## src/rtl/text_console_writer_pkg.sv

```systemverilog
// Shared geometry, control codes and state encoding for the text console writer.
// The display-side character counter uses the same COLS/ROWS.
package text_console_writer_pkg;

    localparam int unsigned COLS   = 80;
    localparam int unsigned ROWS   = 24;
    localparam int unsigned ADDR_W = 11;
    localparam int unsigned CELLS  = COLS * ROWS;
    localparam int unsigned COL_W  = 7;
    localparam int unsigned ROW_W  = 5;

    localparam logic [7:0] BLANK_CHAR   = 8'h20;
    localparam logic [7:0] CH_LF        = 8'h0A;
    localparam logic [7:0] CH_CR        = 8'h0D;
    localparam logic [7:0] CH_BS        = 8'h08;
    localparam logic [7:0] CH_FF        = 8'h0C;
    localparam logic [7:0] CH_TAB       = 8'h09;
    localparam logic [7:0] CH_PRINT_MIN = 8'h20;

    localparam logic [ADDR_W-1:0] COLS_A        = ADDR_W'(COLS);
    localparam logic [ADDR_W-1:0] LAST_CELL     = ADDR_W'(CELLS - 1);
    localparam logic [ADDR_W-1:0] LAST_ROW_BASE = ADDR_W'((ROWS - 1) * COLS);

    typedef enum logic [1:0] {
        IDLE,
        SCROLL_COPY,
        SCROLL_FILL,
        CLEAR_ALL
    } state_e;

endpackage

```

## src/rtl/text_console_writer_if.sv

```systemverilog
// Byte-stream input, character-RAM ports and cursor output of the console writer.
// master: the writer itself; slave: the console register / RAM side.
interface text_console_writer_if;
    import text_console_writer_pkg::*;

    logic [7:0]        in_data;
    logic              in_valid;
    logic              in_ready;
    logic [ADDR_W-1:0] wr_addr;
    logic [7:0]        wr_data;
    logic              wr_en;
    logic [ADDR_W-1:0] rd_addr;
    logic [7:0]        rd_data;
    logic [ADDR_W-1:0] cursor_pos;

    modport master (
        input  in_data, in_valid, rd_data,
        output in_ready, wr_addr, wr_data, wr_en, rd_addr, cursor_pos
    );

    modport slave (
        output in_data, in_valid, rd_data,
        input  in_ready, wr_addr, wr_data, wr_en, rd_addr, cursor_pos
    );

endinterface

```

## src/rtl/text_console_writer_cursor.sv

```systemverilog
// text_cursor: row/col tracking with registered linear cursor position.
// Commands are one-hot per cycle; row_ovf_c flags a row increment past the last row.
module text_cursor
    import text_console_writer_pkg::*;
(
    input  logic              clk,
    input  logic              rst,
    input  logic              advance,
    input  logic              newline,
    input  logic              ret,
    input  logic              back,
    input  logic              home,
    input  logic              tab,
    output logic [ADDR_W-1:0] cursor_pos,
    output logic              col_zero_c,
    output logic              row_ovf_c
);

    logic [COL_W-1:0]  col_q, col_d;
    logic [ROW_W-1:0]  row_q, row_d;
    logic [ADDR_W-1:0] pos_q, pos_d;
    logic [COL_W-1:0]  tab_col;
    logic              row_inc;

    always_comb begin
        col_d     = col_q;
        row_d     = row_q;
        row_inc   = 1'b0;
        row_ovf_c = 1'b0;
        tab_col   = (col_q | COL_W'(7)) + COL_W'(1);

        if (home) begin
            col_d = '0;
            row_d = '0;
        end else if (advance) begin
            if (col_q == COL_W'(COLS - 1)) begin
                col_d   = '0;
                row_inc = 1'b1;
            end else begin
                col_d = col_q + COL_W'(1);
            end
        end else if (newline) begin
            col_d   = '0;
            row_inc = 1'b1;
        end else if (ret) begin
            col_d = '0;
        end else if (back) begin
            if (col_q != '0) col_d = col_q - COL_W'(1);
        end else if (tab) begin
            if (tab_col >= COL_W'(COLS)) begin
                col_d   = '0;
                row_inc = 1'b1;
            end else begin
                col_d = tab_col;
            end
        end

        // Bottom row is sticky; the owner scrolls the buffer instead.
        if (row_inc) begin
            if (row_q == ROW_W'(ROWS - 1)) row_ovf_c = 1'b1;
            else                           row_d     = row_q + ROW_W'(1);
        end

        pos_d = ADDR_W'(row_d) * COLS_A + ADDR_W'(col_d);
    end

    always_ff @(posedge clk or posedge rst) begin
        if (rst) begin
            col_q <= '0;
            row_q <= '0;
            pos_q <= '0;
        end else begin
            col_q <= col_d;
            row_q <= row_d;
            pos_q <= pos_d;
        end
    end

    assign cursor_pos = pos_q;
    assign col_zero_c = (col_q == '0);

endmodule

```

## src/rtl/text_console_writer.sv

```systemverilog
// Console writer: decodes a byte stream into character-RAM writes, scroll and clear.
// Define CONSOLE_TAB_EN to make 0x09 advance to the next 8-column stop.
module text_console_writer
    import text_console_writer_pkg::*;
(
    input  logic                 CLK,
    input  logic                 RST,
    text_console_writer_if.master bus
);

    state_e            state_q, state_d;
    logic              in_ready_q, in_ready_d;
    logic              wr_en_q, wr_en_d;
    logic [ADDR_W-1:0] wr_addr_q, wr_addr_d;
    logic [7:0]        wr_data_q, wr_data_d;
    logic [ADDR_W-1:0] rd_addr_q, rd_addr_d;
    logic              rd_act_q, rd_act_d;
    logic              dvld_q, dvld_d;
    logic [ADDR_W-1:0] dst_q, dst_d;
    logic [ADDR_W-1:0] cnt_q, cnt_d;

    logic              cur_adv, cur_nl, cur_ret, cur_back, cur_home, cur_tab;
    logic [ADDR_W-1:0] cur_pos;
    logic              col_zero, row_ovf;
    logic              accept;

    text_cursor u_cursor (
        .clk        (CLK),
        .rst        (RST),
        .advance    (cur_adv),
        .newline    (cur_nl),
        .ret        (cur_ret),
        .back       (cur_back),
        .home       (cur_home),
        .tab        (cur_tab),
        .cursor_pos (cur_pos),
        .col_zero_c (col_zero),
        .row_ovf_c  (row_ovf)
    );

    assign accept = bus.in_valid && in_ready_q;

    always_comb begin
        state_d   = state_q;
        wr_en_d   = 1'b0;
        wr_addr_d = wr_addr_q;
        wr_data_d = wr_data_q;
        rd_addr_d = rd_addr_q;
        rd_act_d  = 1'b0;
        dvld_d    = rd_act_q;
        dst_d     = rd_addr_q - COLS_A;
        cnt_d     = cnt_q;
        cur_adv   = 1'b0;
        cur_nl    = 1'b0;
        cur_ret   = 1'b0;
        cur_back  = 1'b0;
        cur_home  = 1'b0;
        cur_tab   = 1'b0;

        case (state_q)
            IDLE: begin
                if (accept) begin
                    if (bus.in_data >= CH_PRINT_MIN) begin
                        wr_en_d   = 1'b1;
                        wr_addr_d = cur_pos;
                        wr_data_d = bus.in_data;
                        cur_adv   = 1'b1;
                    end else begin
                        case (bus.in_data)
                            CH_LF: cur_nl  = 1'b1;
                            CH_CR: cur_ret = 1'b1;
                            CH_BS: begin
                                cur_back = 1'b1;
                                if (!col_zero) begin
                                    wr_en_d   = 1'b1;
                                    wr_addr_d = cur_pos - ADDR_W'(1);
                                    wr_data_d = BLANK_CHAR;
                                end
                            end
                            CH_FF: begin
                                cur_home = 1'b1;
                                cnt_d    = '0;
                                state_d  = CLEAR_ALL;
                            end
`ifdef CONSOLE_TAB_EN
                            CH_TAB: cur_tab = 1'b1;
`endif
                            default: ;
                        endcase
                    end
                    if (row_ovf) begin
                        cnt_d   = COLS_A;
                        state_d = SCROLL_COPY;
                    end
                end
            end

            // cnt_q is the next source cell; data returns one cycle after each read.
            SCROLL_COPY: begin
                if (cnt_q <= LAST_CELL) begin
                    rd_addr_d = cnt_q;
                    rd_act_d  = 1'b1;
                    cnt_d     = cnt_q + ADDR_W'(1);
                end
                if (dvld_q) begin
                    wr_en_d   = 1'b1;
                    wr_addr_d = dst_q;
                    wr_data_d = bus.rd_data;
                    if (dst_q == LAST_ROW_BASE - ADDR_W'(1)) begin
                        cnt_d   = LAST_ROW_BASE;
                        state_d = SCROLL_FILL;
                    end
                end
            end

            SCROLL_FILL, CLEAR_ALL: begin
                wr_en_d   = 1'b1;
                wr_addr_d = cnt_q;
                wr_data_d = BLANK_CHAR;
                cnt_d     = cnt_q + ADDR_W'(1);
                if (cnt_q == LAST_CELL) state_d = IDLE;
            end

            default: state_d = IDLE;
        endcase

        in_ready_d = (state_d == IDLE);
    end

    always_ff @(posedge CLK or posedge RST) begin
        if (RST) begin
            state_q    <= IDLE;
            in_ready_q <= 1'b1;
            wr_en_q    <= 1'b0;
            wr_addr_q  <= '0;
            wr_data_q  <= '0;
            rd_addr_q  <= '0;
            rd_act_q   <= 1'b0;
            dvld_q     <= 1'b0;
            dst_q      <= '0;
            cnt_q      <= '0;
        end else begin
            state_q    <= state_d;
            in_ready_q <= in_ready_d;
            wr_en_q    <= wr_en_d;
            wr_addr_q  <= wr_addr_d;
            wr_data_q  <= wr_data_d;
            rd_addr_q  <= rd_addr_d;
            rd_act_q   <= rd_act_d;
            dvld_q     <= dvld_d;
            dst_q      <= dst_d;
            cnt_q      <= cnt_d;
        end
    end

    assign bus.in_ready   = in_ready_q;
    assign bus.wr_en      = wr_en_q;
    assign bus.wr_addr    = wr_addr_q;
    assign bus.wr_data    = wr_data_q;
    assign bus.rd_addr    = rd_addr_q;
    assign bus.cursor_pos = cur_pos;

endmodule

```

## src/flat_wrapper.sv

```systemverilog
// flat-port wrapper written by rule: the top's interface ports become plain ports
module text_console_writer_flat import text_console_writer_pkg::*;
  (CLK, RST, bus_in_data, bus_in_valid, bus_rd_data, bus_in_ready, bus_wr_addr, bus_wr_data, bus_wr_en, bus_rd_addr, bus_cursor_pos);
  text_console_writer_if bus_i ();
  input  logic CLK;
  input  logic RST;
  input wire logic [$bits(bus_i.in_data)-1:0] bus_in_data;
  input wire logic [$bits(bus_i.in_valid)-1:0] bus_in_valid;
  input wire logic [$bits(bus_i.rd_data)-1:0] bus_rd_data;
  output wire logic [$bits(bus_i.in_ready)-1:0] bus_in_ready;
  output wire logic [$bits(bus_i.wr_addr)-1:0] bus_wr_addr;
  output wire logic [$bits(bus_i.wr_data)-1:0] bus_wr_data;
  output wire logic [$bits(bus_i.wr_en)-1:0] bus_wr_en;
  output wire logic [$bits(bus_i.rd_addr)-1:0] bus_rd_addr;
  output wire logic [$bits(bus_i.cursor_pos)-1:0] bus_cursor_pos;
  assign bus_i.in_data = bus_in_data;
  assign bus_i.in_valid = bus_in_valid;
  assign bus_i.rd_data = bus_rd_data;
  assign bus_in_ready = bus_i.in_ready;
  assign bus_wr_addr = bus_i.wr_addr;
  assign bus_wr_data = bus_i.wr_data;
  assign bus_wr_en = bus_i.wr_en;
  assign bus_rd_addr = bus_i.rd_addr;
  assign bus_cursor_pos = bus_i.cursor_pos;
  text_console_writer u_core (.CLK(CLK), .RST(RST), .bus(bus_i));
endmodule
```

## config.mk

```make
export PLATFORM = sky130hd
export DESIGN_NAME = text_console_writer_flat
export DESIGN_NICKNAME = d
export VERILOG_FILES = /design/src/rtl/text_console_writer_pkg.sv /design/src/rtl/text_console_writer_if.sv /design/src/rtl/text_console_writer_cursor.sv /design/src/rtl/text_console_writer.sv /design/src/flat_wrapper.sv
export SDC_FILE = /design/constraint.sdc
export NUM_CORES = 1
export LEC_CHECK = 0
export ABC_CLOCK_PERIOD_IN_PS = 6000
export CORE_MARGIN = 1.5
export CORE_UTILIZATION = 45
export DETAILED_ROUTE_END_ITERATION = 8
export GPL_ROUTABILITY_DRIVEN = 0
export PLACE_DENSITY = 0.63
export SYNTH_ARGS = -nofsm -noshare
export SYNTH_HDL_FRONTEND = slang
export SYNTH_HIERARCHICAL = 1
export SYNTH_SLANG_ARGS = --single-unit
```

## constraint.sdc

```tcl
create_clock -name CLK -period 6 [get_ports CLK]
set_input_delay 1.2 -clock CLK [delete_from_list [all_inputs] [get_ports CLK]]
set_output_delay 1.2 -clock CLK [all_outputs]
set_load 0.01 [all_outputs]
```

==> impl_metrics.env, run 1 <==
export IMPL_post_route_util_pct=56.02
export IMPL_end_kind="flop"
export IMPL_power_mw=1.496
export IMPL_dominantRegCellSynth="dfrtp_1"
export IMPL_clock_latency_ns=0.36
export IMPL_dieWidth_um=106.8
export IMPL_grt_total_usage_pct=24.25
export IMPL_powerDensity_mw_per_mm2=257.5
export IMPL_drtAntennaViolNets=0
export IMPL_whs_path_depth=0
export IMPL_seq_area_frac_synth_pct=39.76
export IMPL_setup_violations=0
export IMPL_drt_wl_total_um=13220
export IMPL_synthCells=535
export IMPL_antenna_cells=0
export IMPL_final_nets=632
export IMPL_finalMaxSlewViolations=0
export IMPL_numPortBuffers=61
export IMPL_ioPinCount=62
export IMPL_cellLeakagePower_nw=2.382
export IMPL_synthTopCellsByArea="dfrtp_1 39%, ha_1 3.9%, a21oi_1 3.7%"
export IMPL_grt_overflow=0
export IMPL_start_kind="input pin"
export IMPL_vdd_drop_max_uv=175.0
export IMPL_critPathKind="in -> reg"
export IMPL_initial_core_util_pct=46.77
export IMPL_cts_max_level=3
export IMPL_seqPwrFrac_pct=42.8
export IMPL_grt_max_degree=59
export IMPL_initialDrtViolationCount=384
export IMPL_ys_ff_latch=77
export IMPL_max_freq_ghz=0.1781
export IMPL_ys_types=81
export IMPL_cts_resized=0
export IMPL_num_vias=4397
export IMPL_netlist_area_leader_share_pct=39.22
export IMPL_dieHeight_um=106.8
export IMPL_grt_pass1_wl_um=21510
export IMPL_clock_path_buffers=2
export IMPL_worstPathRequired_ns=6.27
export IMPL_post_cts_setup_buffer_count=0
export IMPL_numCtsBuffers=9
export IMPL_core_mm2=0.01037
export IMPL_area_growth_pct=19.79
export IMPL_tightestPinTransition_ns=1.039
export IMPL_skew_ns=0.008907
export IMPL_hpwl_um=10010
export IMPL_yosysTopAreaCell="dfrtp_1"
export IMPL_fin_crit_ns=5.614
export IMPL_yosys_top_cells_count="76 x dfrtp_1, 40 x nor2_1, 37 x nand2_1, 36 x a21oi_1, 34 x inv_1"
export IMPL_status="complete, no violations"
export IMPL_pwr_share_comb_pct=30.5
export IMPL_drc=0
export IMPL_stdcell_area_mm2=0.005809
export IMPL_wl_per_cell_um=17.93
export IMPL_final_hold_viol_count=0
export IMPL_synth_edff_count=0
export IMPL_drive_gt1_share_pct=9.983
export IMPL_relSlewSlack_pct=30.29
export IMPL_ys_warn_count=6
export IMPL_syn_area_mm2=0.004850
export IMPL_syn_area_per_cell_um2=9.065
export IMPL_cts_tree="yes"
export IMPL_antenna_found_initial=0
export IMPL_p_int_mw=0.9705
export IMPL_rsz0062_at_grt="false"
export IMPL_cp_max_fo=4
export IMPL_dpl_cell_area_mm2=0.005603
export IMPL_ctsHoldBuffers=0
export IMPL_async_reset_ff_share_pct=100.0
export IMPL_clock_sinks=77
export IMPL_synth_most_common_cell="dfrtp_1"
export IMPL_clock_root_buffer="clkbuf_8"
export IMPL_switching_share_pct=35.13
export IMPL_rows=37
export IMPL_grt_pass1_vias=4136
export IMPL_finalCritPeriodShare_pct=93.57
export IMPL_hold_path_class="reg -> reg"
export IMPL_dpl_worst_slack_ns=0.1102
export IMPL_cts_clk_slew_worst_paths_ns=0.08
export IMPL_tns_ns=0
export IMPL_drt_pass1_iterations=5
export IMPL_worstPathArrival_ns=5.88
export IMPL_vias_per_cell=5.966
export IMPL_p_sw_mw=0.5256
export IMPL_clkPwrFrac_pct=26.8
export IMPL_fin_ws_ns=0.3856
export IMPL_dieArea_mm2=0.01141
export IMPL_ff2ff_path_depth=17
export IMPL_cap_violations=0
## state kept, by name, indices dropped and copies added, names as in the netlist
name and cells:
u_core/u_cursor/row_q 5, u_core/u_cursor/col_q 3, u_core/bus.wr_data 8, u_core/dvld_d 1, u_core/state_q 2, u_core/bus.wr_addr 11
u_core/dst_q 11, u_core/dvld_q 1, u_core/cnt_q 11, u_core/bus.in_ready 1, u_core/u_cursor/cursor_pos 11, u_core/bus.wr_en 1
u_core/bus.rd_addr 11
## cells in the final DEF, fill, tap and decap left out, drive strengths merged, types with 5 or more instances in the layout
| master | instances |
|---|---|
| or4 | 9 |
| nand4 | 8 |
| nor2 | 40 |
| nor4 | 5 |
| nand2 | 37 |
| nand2b | 5 |
| a21oi | 38 |
| xnor2 | 15 |
| conb | 7 |
| dfrtp | 76 |
| a211oi | 5 |
| o21ai | 33 |
| nor3 | 15 |
| a22oi | 7 |
| ha | 15 |
| a31oi | 15 |
| mux2 | 8 |
| clkbuf | 10 |
| buf | 17 |
| o311ai | 5 |
| clkdlybuf4s50 | 61 |
| or3 | 11 |
| xor2 | 6 |
| inv | 36 |
| mux2i | 7 |
| nand3 | 18 |
## path summary, 6_finish.rpt
| path | startpoint | end | slack, ns |
|---|---|---|---|
| max | bus_in_data[6] | u_core/u_cursor/cursor_pos[10] | 0.39 |
| min | u_core/dvld_d | u_core/dvld_q | 0.36 |
| max reg2reg | u_core/state_q[0] | u_core/u_cursor/cursor_pos[10] | 0.99 |
| min reg2reg | u_core/dvld_d | u_core/dvld_q | 0.36 |
| max in group asynchronous | RST | u_core/dst_q[7] | 4.11 |
| min in group asynchronous | RST | u_core/u_cursor/cursor_pos[2] | 1.34 |
## metal layers
metal	wire [um]	up-vias	GRT usage (%)	part of all wire (%)
li1	-	2093	-	-
met1	6116	2108	34.03	46
met2	5968	175	37.36	45
met3	915	21	4.255	6.9
met4	215	0	9.238	1.6
met5	0	-	0	0
## power by group through the flow
stage	clock [mW]	sequential [mW]	combinational, mW
2_1_floorplan	0	0.604	0.338
3_3_place_gp	0	0.645	0.441
3_5_place_dp	0	0.645	0.452
4_1_cts	0.413	0.636	0.455
5_1_grt	0.435	0.646	0.500
6_report	0.400	0.640	0.456
## cells by family (layout without fill, tap and decap cells)
family	after synthesis	after routing	share of synthesized area, %
compound gates	159	159	22.58
xor+xnor	21	21	3.793
fa+ha+maj	17	17	4.696
buf+inv	69	129	6.372
flops	77	77	39.76
mux	15	15	3.303
other cells	1	7	0.07733
simple gates	176	176	19.43
## critical path, cell delays in order
cell and delay, ns:
clkdlybuf4s50_1 0.41, or3_2 0.51, or3_1 0.39, nor4b_1 0.42, nor2b_1 0.19, a41o_1 0.15, a21oi_2 0.05, or4_1 0.50
a21oi_1 0.19, ha_1 0.26, ha_1 0.23, fa_1 0.42, nor2b_1 0.16, a21oi_1 0.08, or3_1 0.34, and3_1 0.18
a32oi_1 0.18
## layout make-up
cell class / instances / area [um2]
inverter: 35 / 131.4
multi-input combinational: 395 / 2635
timing repair buffer: 78 / 738.2
sequential: 77 / 1928
clock buffer: 10 / 137.6
tap: 136 / 170.2
fill: 932 / 4561
clock inverter: 6 / 68.82
## stage by stage
stage          hold slack, ns  cells
6_report               0.3583    737
5_1_grt                0.3828    737
4_1_cts                0.3629    737
3_5_place_dp           0.3510    721
3_3_place_gp           0.3359    721
2_1_floorplan          0.3312    541
No activity file was read; power rests on OpenSTA's default activity.
==> run 2, diff against run 1 <==
- CORE_ASPECT_RATIO: unset -> 1.75
==> impl_metrics.env, run 2 (synthesis results as in run 1) <==
export IMPL_status="complete, no violations"
export IMPL_path_cells="clkdlybuf4s50_1 -> or3_2 -> or3_1 -> nor4b_1 -> nor2b_1 -> a41o_1 -> a21oi_2 -> or4_1 -> a21oi_1 -> ha_1 -> ha_1 -> fa_1 -> nor2b_1 -> a21oi_1 -> or3_1 -> and3_1 -> a32oi_1"
export IMPL_clkPwrFrac_pct=32.7
export IMPL_cellLeakagePower_nw=2.434
export IMPL_cts_resized=0
export IMPL_seqPwrFrac_pct=38.6
export IMPL_drtAntennaViolNets=0
export IMPL_end_kind="flop"
export IMPL_clock_path_buffers=2
export IMPL_clock_sinks=77
export IMPL_grt_max_degree=59
export IMPL_final_hold_viol_count=0
export IMPL_drt_pass1_iterations=5
export IMPL_grt_pass1_vias=4372
export IMPL_rsz0062_at_grt="false"
export IMPL_clock_latency_ns=0.34
export IMPL_grt_overflow=0
export IMPL_rows=50
export IMPL_dieWidth_um=81.48
export IMPL_p_int_mw=1.093
export IMPL_mostFrequentLayoutCell="dfrtp_1"
export IMPL_clock_root_buffer="clkbuf_16"
export IMPL_crit_reg2reg_launch="u_core/state_q[1]"
export IMPL_max_freq_ghz=0.1796
export IMPL_post_route_util_pct=55.91
export IMPL_cts_tree="yes"
export IMPL_cts_clk_slew_worst_paths_ns=0.06
export IMPL_finalCritPeriodShare_pct=92.78
export IMPL_initialDrtViolationCount=391
export IMPL_reg2reg_setup_slack_ns=1.21
export IMPL_worstPathArrival_ns=5.82
export IMPL_num_vias=4455
export IMPL_numCtsBuffers=9
export IMPL_cap_violations=0
export IMPL_tightestPinTransition_ns=1.236
export IMPL_post_cts_setup_buffer_count=0
export IMPL_antenna_cells=0
export IMPL_vias_per_cell=6.069
export IMPL_finalMaxSlewViolations=0
export IMPL_cp_max_fo=4
export IMPL_switching_share_pct=33.60
export IMPL_slowest_delay_ns=0.53
export IMPL_ff2ff_path_depth=17
export IMPL_fin_crit_ns=5.567
export IMPL_dieHeight_um=140.3
export IMPL_pwr_share_comb_pct=28.7
export IMPL_drive_gt1_share_pct=10.26
export IMPL_grt_pass1_wl_um=23000
export IMPL_final_cell_mix="76 x dfrtp_1, 61 x clkdlybuf4s50_1, 40 x nor2_1, 37 x nand2_1, 36 x a21oi_1"
export IMPL_powerDensity_mw_per_mm2=278.5
export IMPL_hold_path_class="reg -> reg"
export IMPL_drc=0
export IMPL_relSlewSlack_pct=17.08
export IMPL_grt_total_usage_pct=27.16
export IMPL_hpwl_um=11210
export IMPL_drt_wl_total_um=14640
export IMPL_dieArea_mm2=0.01143
export IMPL_ctsHoldBuffers=0
export IMPL_numPortBuffers=61
export IMPL_hold_path_end="u_core/dvld_q"
export IMPL_worstPathRequired_ns=6.25
export IMPL_ioPinCount=62
export IMPL_setup_violations=0
export IMPL_critPathKind="in -> reg"
export IMPL_start_kind="input pin"
export IMPL_p_sw_mw=0.5532
export IMPL_tns_ns=0
export IMPL_core_mm2=0.01057
export IMPL_skew_ns=0.01200
export IMPL_antenna_found_initial=0
export IMPL_whs_path_depth=0
export IMPL_hold_start="u_core/dvld_d"
export IMPL_r2r_end="u_core/u_cursor/cursor_pos[10]"
export IMPL_wl_per_cell_um=19.94
export IMPL_vdd_drop_max_uv=184.7
export IMPL_initial_core_util_pct=45.87
export IMPL_setup_worst_path_start="bus_in_data[6]"
export IMPL_area_growth_pct=21.88
export IMPL_slowest_stage="or3_2"
export IMPL_cts_max_level=3
export IMPL_final_nets=635
## run 2: cell types whose count changed in the layout (fill, tap and decap cells not counted), moves of 2 or more
cell / change
buf_4: +3
inv_6: -2
clkbuf_8: -10
clkbuf_16: +9
## run 2: power groups by stage
stage	combinational [mW]	sequential, mW	clock [mW]
after global routing	0.517	0.643	0.571
after floorplan	0.338	0.604	0
after detailed placement	0.469	0.643	0
after global placement	0.455	0.641	0
after CTS	0.470	0.633	0.547
final	0.473	0.635	0.538
## run 2: worst max-delay path by stage
stage                                     endpoint  slack [ns]  cells after the start
floorplan           u_core/u_cursor/cursor_pos[10]        0.57                     16
global placement    u_core/u_cursor/cursor_pos[10]        0.15                     17
detailed placement  u_core/u_cursor/cursor_pos[10]         0.1                     17
CTS                 u_core/u_cursor/cursor_pos[10]        0.42                     17
global route        u_core/u_cursor/cursor_pos[10]        0.13                     17
finish              u_core/u_cursor/cursor_pos[10]        0.43                     17
## run 2: critical path: cells and delay by family
| kind | cells | cell delay, ns |
|---|---|---|
| adder cells (fa/ha/maj) | 3 | 0.90 |
| buffers and inverters | 1 | 0.41 |
| AO/OA/AOI/OAI | 5 | 0.68 |
| AND/OR/NAND/NOR | 8 | 2.62 |
## run 2: area by class of cell
type	instances	area, um2
clock buffer	10	229.0
clock inverter	6	63.81
fill	967	4662
inverter	35	131.4
multi-input combinational	395	2635
sequential	77	1928
tap	130	162.7
timing repair buffer	81	760.7
## run 2: per-layer routing
metal | GRT usage (%) | up-vias | wire length (um)
met4 | 15.43 | 0 | 807
met1 | 29.29 | 2131 | 5191
li1 | - | 2102 | -
met2 | 48.33 | 170 | 7995
met5 | 0 | - | 0
met3 | 4.235 | 52 | 643
## run 2: metrics by stage
| step | setup slack (ns) | cell area (um2) | total power, mW | hold slack, ns | instances |
|---|---|---|---|---|---|
| 2_1_floorplan | 0.5748 | 4872 | 0.9419 | 0.3312 | 541 |
| 3_3_place_gp | 0.1524 | 5618 | 1.096 | 0.3381 | 718 |
| 3_5_place_dp | 0.09714 | 5618 | 1.112 | 0.3505 | 718 |
| 4_1_cts | 0.4238 | 5911 | 1.651 | 0.3559 | 734 |
| 5_1_grt | 0.1316 | 5911 | 1.731 | 0.3699 | 734 |
| 6_report | 0.4330 | 5911 | 1.646 | 0.3527 | 734 |
